## config.mk

```make
export PLATFORM = sky130hd
export DESIGN_NAME = bist_signature_analyzer_flat
export DESIGN_NICKNAME = d
export VERILOG_FILES = /design/src/rtl/bist_signature_analyzer_if.sv /design/src/rtl/bist_signature_analyzer.sv /design/src/flat_wrapper.sv
export SDC_FILE = /design/constraint.sdc
export NUM_CORES = 1
export LEC_CHECK = 0
export ABC_AREA = 1
export CAP_MARGIN = 20
export CORE_ASPECT_RATIO = 1.1
export CORE_MARGIN = 3
export CORE_UTILIZATION = 60
export CTS_CLUSTER_DIAMETER = 50
export DETAILED_ROUTE_END_ITERATION = 10
export GPL_ROUTABILITY_DRIVEN = 1
export PLACE_DENSITY_LB_ADDON = 0.25
export REMOVE_ABC_BUFFERS = 1
export SLEW_MARGIN = 20
export SYNTH_ARGS = -nofsm -noshare
export SYNTH_HDL_FRONTEND = slang
export SYNTH_SLANG_ARGS = --single-unit
export TNS_END_PERCENT = 20
```

## constraint.sdc

```tcl
create_clock -name clk -period 4.2 [get_ports clk]
set_input_delay 0.84 -clock clk [delete_from_list [all_inputs] [get_ports clk]]
set_output_delay 0.84 -clock clk [all_outputs]
set_load 0.005 [all_outputs]
```

## src/rtl/bist_signature_analyzer_if.sv

```systemverilog
// Handshake/bus bundle between the BIST controller (master) and the
// signature analyzer (slave). Optional golden_signature input is present
// only when MISR_GOLDEN_PORT_EN is defined.
interface bist_signature_analyzer_if #(
    parameter int WIDTH = 4
);
    logic             BIST_mode;
    logic             start;
    logic             din_valid;
    logic [WIDTH-1:0] result_dut;
    logic [WIDTH-1:0] misr_output;
    logic             busy;
    logic             finish;
    logic             fault_detected;
`ifdef MISR_GOLDEN_PORT_EN
    logic [WIDTH-1:0] golden_signature;

    modport master (
        output BIST_mode, start, din_valid, result_dut, golden_signature,
        input  misr_output, busy, finish, fault_detected
    );

    modport slave (
        input  BIST_mode, start, din_valid, result_dut, golden_signature,
        output misr_output, busy, finish, fault_detected
    );
`else
    modport master (
        output BIST_mode, start, din_valid, result_dut,
        input  misr_output, busy, finish, fault_detected
    );

    modport slave (
        input  BIST_mode, start, din_valid, result_dut,
        output misr_output, busy, finish, fault_detected
    );
`endif
endinterface

```

## src/rtl/bist_signature_analyzer.sv

```systemverilog
// Output-response compactor: folds CUT results into a MISR for a fixed
// number of valid samples, then compares the signature against a golden
// value. Optional feature macro: MISR_GOLDEN_PORT_EN (golden value taken
// from a port and captured at run start instead of the GOLDEN parameter).
module bist_signature_analyzer #(
    parameter int               WIDTH         = 4,
    parameter int               PATTERN_COUNT = 16,
    parameter logic [WIDTH-1:0] POLY          = 4'b0011,
    parameter logic [WIDTH-1:0] SEED          = 4'b0000,
    parameter logic [WIDTH-1:0] GOLDEN        = 4'b0101
) (
    input  logic                        clk,
    input  logic                        rst,
    bist_signature_analyzer_if.slave    bus
);

    typedef enum logic [1:0] {IDLE, RUN, COMPARE, DONE} state_t;

    localparam logic [15:0] LAST_IDX = 16'(PATTERN_COUNT - 1);

    state_t           state_q, state_d;
    logic [WIDTH-1:0] misr_q, misr_d;
    logic [15:0]      count_q, count_d;
    logic             busy_q, busy_d;
    logic             finish_q, finish_d;
    logic             fault_q, fault_d;
    logic [WIDTH-1:0] misr_step;
    logic [WIDTH-1:0] golden_ref;
    logic             run_req;

`ifdef MISR_GOLDEN_PORT_EN
    logic [WIDTH-1:0] golden_q, golden_d;
    assign golden_ref = golden_q;
`else
    assign golden_ref = GOLDEN;
`endif

    assign run_req = bus.start && bus.BIST_mode;

    // One MISR shift: Galois feedback from the MSB, then fold in the CUT result.
    assign misr_step = {misr_q[WIDTH-2:0], 1'b0}
                     ^ (misr_q[WIDTH-1] ? POLY : '0)
                     ^ bus.result_dut;

    // Next-state and next-output logic for the run/compare sequence.
    always_comb begin
        // NOTE: every _d starts as a hold value so no path leaves a latch.
        state_d = state_q;
        misr_d  = misr_q;
        count_d = count_q;
        fault_d = fault_q;
`ifdef MISR_GOLDEN_PORT_EN
        golden_d = golden_q;
`endif
        unique case (state_q)
            IDLE: begin
                if (run_req) begin
                    state_d = RUN;
                    misr_d  = SEED;
                    count_d = '0;
                    fault_d = 1'b0;
`ifdef MISR_GOLDEN_PORT_EN
                    golden_d = bus.golden_signature;
`endif
                end
            end
            RUN: begin
                if (!bus.BIST_mode) begin
                    state_d = IDLE;
                    misr_d  = SEED;
                    count_d = '0;
                end else if (bus.din_valid) begin
                    misr_d  = misr_step;
                    count_d = count_q + 16'd1;
                    if (count_q == LAST_IDX) begin
                        state_d = COMPARE;
                    end
                end
            end
            COMPARE: begin
                if (!bus.BIST_mode) begin
                    state_d = IDLE;
                    misr_d  = SEED;
                    count_d = '0;
                end else begin
                    fault_d = (misr_q != golden_ref);
                    state_d = DONE;
                end
            end
            DONE: begin
                if (run_req) begin
                    state_d = RUN;
                    misr_d  = SEED;
                    count_d = '0;
                    fault_d = 1'b0;
`ifdef MISR_GOLDEN_PORT_EN
                    golden_d = bus.golden_signature;
`endif
                end else if (!bus.BIST_mode) begin
                    state_d = IDLE;
                    fault_d = 1'b0;
                end
            end
            default: state_d = IDLE;
        endcase

        // Status flags follow the next state so they leave the flops aligned with it.
        busy_d   = (state_d == RUN) || (state_d == COMPARE);
        finish_d = (state_d == DONE);
    end

    // State and output registers; async reset returns everything to idle values.
    always_ff @(posedge clk or posedge rst) begin
        if (rst) begin
            state_q  <= IDLE;
            misr_q   <= SEED;
            count_q  <= '0;
            busy_q   <= 1'b0;
            finish_q <= 1'b0;
            fault_q  <= 1'b0;
`ifdef MISR_GOLDEN_PORT_EN
            golden_q <= '0;
`endif
        end else begin
            // NOTE: non-blocking so every register samples pre-edge values.
            state_q  <= state_d;
            misr_q   <= misr_d;
            count_q  <= count_d;
            busy_q   <= busy_d;
            finish_q <= finish_d;
            fault_q  <= fault_d;
`ifdef MISR_GOLDEN_PORT_EN
            golden_q <= golden_d;
`endif
        end
    end

    assign bus.misr_output    = misr_q;
    assign bus.busy           = busy_q;
    assign bus.finish         = finish_q;
    assign bus.fault_detected = fault_q;

endmodule

```

## src/flat_wrapper.sv

```systemverilog
// flat-port wrapper written by rule: the top's interface ports become plain ports
module bist_signature_analyzer_flat 
#(
    parameter int               WIDTH         = 4,
    parameter int               PATTERN_COUNT = 16,
    parameter logic [WIDTH-1:0] POLY          = 4'b0011,
    parameter logic [WIDTH-1:0] SEED          = 4'b0000,
    parameter logic [WIDTH-1:0] GOLDEN        = 4'b0101
)
  (clk, rst, bus_BIST_mode, bus_start, bus_din_valid, bus_result_dut, bus_misr_output, bus_busy, bus_finish, bus_fault_detected);
  bist_signature_analyzer_if #(.WIDTH(WIDTH)) bus_i ();
  input  logic clk;
  input  logic rst;
  input wire logic [$bits(bus_i.BIST_mode)-1:0] bus_BIST_mode;
  input wire logic [$bits(bus_i.start)-1:0] bus_start;
  input wire logic [$bits(bus_i.din_valid)-1:0] bus_din_valid;
  input wire logic [$bits(bus_i.result_dut)-1:0] bus_result_dut;
  output wire logic [$bits(bus_i.misr_output)-1:0] bus_misr_output;
  output wire logic [$bits(bus_i.busy)-1:0] bus_busy;
  output wire logic [$bits(bus_i.finish)-1:0] bus_finish;
  output wire logic [$bits(bus_i.fault_detected)-1:0] bus_fault_detected;
  assign bus_i.BIST_mode = bus_BIST_mode;
  assign bus_i.start = bus_start;
  assign bus_i.din_valid = bus_din_valid;
  assign bus_i.result_dut = bus_result_dut;
  assign bus_misr_output = bus_i.misr_output;
  assign bus_busy = bus_i.busy;
  assign bus_finish = bus_i.finish;
  assign bus_fault_detected = bus_i.fault_detected;
  bist_signature_analyzer #(.WIDTH(WIDTH), .PATTERN_COUNT(PATTERN_COUNT), .POLY(POLY), .SEED(SEED), .GOLDEN(GOLDEN)) u_core (.clk(clk), .rst(rst), .bus(bus_i));
endmodule
```

# Word-level counts from Yosys, hierarchy flattened
# Index checks and enable logic that the tools add are counted.
[classes]
addsub = 1
n_eq_ne = 14
mux = 24
bitwise_logic = 2
n_reduce_logical = 7
[ops]
columns = ["operator", "count"]
rows = [
  ["$mux 16", 4],
  ["$pmux 16 s3", 1],
  ["$add 16x1->16 const B", 1],
  ["$eq 16x4->1 const B", 1],
  ["$mux 2", 8],
  ["$mux 4", 4],
  ["$pmux 4 s3", 1],
  ["$eq 2x2->1 const B", 4],
  ["$pmux 2 s4", 1],
  ["$xor 4x4->4", 2],
  ["$eq 2x1->1 const B", 2],
  ["$mux 1", 4],
  ["$ne 2x1->1 const B", 2],
  ["$ne 2x2->1 const B", 2],
  ["$ne 4x3->1 const B", 1],
  ["$reduce_and 4->1", 1],
  ["$ne 3x2->1 const B", 1],
  ["$ne 3x3->1 const B", 1],
  ["$pmux 1 s3", 1],
  ["$reduce_and 3->1", 1],
  ["$reduce_bool 3->1", 1],
  ["$logic_not 2->1", 1],
  ["$reduce_or 2->1", 1],
  ["$logic_and 1x1->1", 1],
  ["$logic_or 1x1->1", 1],
]
[word_totals]
reg_bits = 25
inputBits = 9

# Longest topological paths before layout
[depth]
ltp_word = 7
mapped_depth = 11

# Worst setup path before layout
# Ideal clock, no wire load.
[synth_path]
path_kind = "input to register"
startpoint = "input bus_BIST_mode"
endpoint = "register u_core.count_q[12]"
arrival_ns = 1.531
slack_ns = 2.550
path_stages = 7
path_cell_list = "nand2_1 nand3_4 buf_6 nor2_1 nand2_1 nand2_1 a21oi_2"
[synth_between]
elab_chain_len = 3
word_cells_on_any_way = 7
cone_classes = "eq/ne: 3; mux: 2; reduce/logical: 2"
[synth_rtl]
columns = ["element", "line", "text"]
rows = [
  ["from (decl)", "flat_wrapper.sv:14", "input wire logic [$bits(bus_i.BIST_mode)-1:0] bus_BIST_mode;"],
  ["$logic_and 1x1->1", "bist_signature_analyzer.sv:38", "assign run_req = bus.start && bus.BIST_mode;"],
  ["$ne 2x1->1 (no source line)", "--", ""],
  ["$reduce_and 3->1 (no source line)", "--", ""],
  ["to (signal assigned)", "bist_signature_analyzer.sv:128", "count_q <= count_d;"],
  ["to (decl)", "bist_signature_analyzer.sv:23", "logic [15:0] count_q, count_d;"],
]
# Several ways; a longest one is shown, not always the timed one.
# A chain may end at the register's enable or synchronous reset.

# Worst setup path after layout
[layout_path]
startpoint = "input bus_BIST_mode"
endpoint = "register u_core.count_q[11]"
# The elaborated chain is that of the path after synthesis.

==> metrics.md <==
| Metric | Value |
|---|---|
| Final period utilization | `52.7%` |
| Area of the multi-input gates | `between 700 and 800 um^2` |
| Final period demand of the worst path | `2210 ps` |
| Layout Cells excl Fill | `about 260` |
| Max Fanout on Critical Path | `16` |
| Setup violations, final | `0` |
| Number of remaining DRC errors | `0` |
| Power Dens Cells | `497 nW/um^2` |
| Die area | `roughly 3300 um^2` |
| Filler instances | `between 150 and 200` |
| Detailed-route wire length | `~3.4 mm` |
| Pwr Total | `~0.9 mW` |
| Post-CTS Resized | `0` |
| N_diodes | `0` |
| Final nets | `242` |
| Arrival @ worst endpoint | `around 2500 ps` |
| Worst Skew | `6.19 ps` |
| Synth top area share | `40.0%` |
| Number of global-route vias before repair | `roughly 1,400` |
| Biggest area consumer among synthesized cells | `dfrtp_1` |
| Post-synthesis cell area | `1560 um^2` |
| CTS Hold Bufs | `0` |
| Main area contributors after synthesis | `dfrtp_1, nand2_1, inv_1` |
| Leak | `roughly 0.83 nW` |
| Slew HR | `between 30 and 40%` |
| Sequential share of the synthesized area | `40.0%` |
| Max-slew violations | `0` |
| Routed via count | `1,393` |
| Core area | `between 2000 and 2500 um^2` |
| GP Congestion | `a little over 0.9` |
| H-tree levels | `1` |
| Slew @ Worst Pin | `~940 ps` |
| Post-route core utilization | `between 70% and 80%` |
| TritonCTS clock tree | `done` |
| EDFF count, synth | `0` |
| Ys async rst share | `100%` |
| Max-Cap Viols | `0` |
| Area delta synth->final | `13.2%` |
| Worst path top cell family by delay | `simple AND/OR/NAND/NOR gates` |
| CTS max path bufs | `2` |
| Post-synthesis cell type count | `27` |
| Mean Syn Cell Area | `around 7.6 um^2` |
| Kind of end point of the critical path | `register` |
| IO buf count | `15` |
| Crit-path slowest cell | `clkdlybuf4s50_1` |
| Die Y | `59.5 um` |
| Initial Utilization | `between 60% and 70%` |
| Vias/cell | `approximately 5.5` |
| Row cnt | `18` |
| CTS clk-pin slew, worst paths | `150 ps` |
| Clock root cell | `clkbuf_4` |
| First-pass GRT wire length | `around 5.9 mm` |
| Status | `finished, final reports clean` |
| Ports | `16` |
| Largest net degree at the start of global routing | `26` |
| Synth Flop Type | `dfrtp_1` |
| Crit Path Class | `input pin to register` |
| Sequential Area | `approximately 630 um^2` |
| Most numerous cell in the Yosys netlist | `nand2_1` |
| Overall Global Routing Usage | `24.6%` |
| Fmax | `about 450 MHz` |
| Setup TNS | `0 ps` |
| Slowest cell delay on critical path | `between 500 and 600 ps` |
| Die span in x | `approximately 55 um` |
| CTS Buf Count | `3` |
| Routed len/inst | `around 13 um` |
| Hold slack | `537 ps` |
| Worst VDD drop | `slightly below 0.0005 V` |
| Initial DRC Count | `66` |
| Crit path top cell by count | `nand2_1` |
| Min-Delay Path Class | `register to register` |
| CP Data Required Time | `4430 ps` |
| Warnings, synthesis | `0` |
| Critical-path cell list | `clkdlybuf4s50_1 > nand2_2 > nand2_2 > nand3_4 > nor2_4 > inv_2 > nand2_1 > nand2_1 > nand2_1 > inv_1` |
| Register bit total from synthesis | `25` |
| Routed Antenna Nets | `0` |
| GR Overflow Total | `0` |
| Clk sinks | `25` |
| Post-synth top cells | `nand2_1, inv_1, nor2_1, dfrtp_1, nand3_1` |
| Inst Count DP | `around 250` |
| Fin. Hold Viols | `0` |
| TritonRoute pass-1 iters | `4` |
| Setup repair after global routing missed its margin | `false` |
| Hpwl dp | `between 2 and 3 mm` |
| Syn Inst Count | `around 210` |
| Antenna violations before repair | `0` |
| Post-CTS Setup Inserts | `0` |
| Clk_lat worst skew | `~320 ps` |
| Proportion of layout cells with a drive suffix above 1 | `slightly below 9%` |
| Startpoint types | `input pin` |
| Bufs and invs on worst path | `3` |
-- cells in the final DEF, fill, tap and decap left out, types with 2 or more instances in the layout --
cell type and n:
nor3_1 7, nand2_2 3, clkbuf_4 3, o211ai_1 2, a21oi_1 9, nand2_1 44, a21oi_2 2, nor2_1 29
clkdlybuf4s50_1 15, o21ai_0 7, o22ai_1 3, inv_1 33, inv_2 3, dfrtp_1 25, nand4_1 4, nor2_4 2
xor2_1 3, nand3_1 10, ha_1 7, xnor2_1 4, nor2_2 2
-- where the power goes --
part | switching, mW | internal (mW)
clock network | 0.0761 | 0.0364
registers | 0.0446 | 0.284
logic | 0.269 | 0.170
total | 0.390 | 0.490
-- cells by family after synthesis --
kind of cell / after synthesis / share of synthesized area (%)
AND/OR/NAND/NOR: 106 / 31.9
flip-flops: 25 / 40.0
adder cells (fa/ha/maj): 7 / 5.60
XOR/XNOR: 7 / 3.92
buffers and inverters: 37 / 9.36
AO/OA/AOI/OAI: 25 / 9.20
-- registers in the layout (all words and copies together) (netlist names) --
name                       cells
u_core.bus.busy                1
u_core.bus.fault_detected      1
u_core.bus.misr_output         4
u_core.bus.finish              1
u_core.state_q                 2
u_core.count_q                16
-- tightest hold or removal path: cells and delay by family, from the launching register on --
kind	cells	cell delay (ps)
flops	1	400
simple gates	2	120
-- cell type report --
type / instances / area share (%)
clock buffer: 3 / 1.27
clock inverter: 1 / 0.424
tap: 30 / 2.12
timing repair buffer: 15 / 8.48
inverter: 36 / 7.63
sequential: 25 / 35.3
multi-input combinational: 145 / 44.7
-- stage by stage --
| stage | instance area (um^2) | setup WS [ps] |
|---|---|---|
| floorplan | 1550 | 2460 |
| global placement | 1740 | 1750 |
| detailed placement | 1740 | 1660 |
| CTS | 1770 | 2000 |
| global route | 1770 | 1850 |
| finish | 1770 | 1990 |
-- layer usage --
layer	track usage, %	share of wire, %	vias up
met4	9.61	1.3	0
li1	-	-	688
met1	32.3	44	655
met3	3.27	4.5	4
met5	0	0	-
met2	40.0	50	46
-- final timing paths --
path / cells past startpoint / slack, ps / from / endpoint
worst min-delay path: 2 / 540 / u_core.count_q[1] / u_core.count_q[1]
min in group asynchronous: 2 / 1010 / rst / u_core.bus.misr_output[3]
worst min register to register: 2 / 540 / u_core.count_q[1] / u_core.count_q[1]
worst max-delay path: 10 / 1990 / bus_BIST_mode / u_core.count_q[11]
max in group asynchronous: 2 / 2610 / rst / u_core.count_q[8]
worst max register to register: 11 / 2270 / u_core.state_q[0] / u_core.count_q[11]
(Power assumes the default switching activity.)
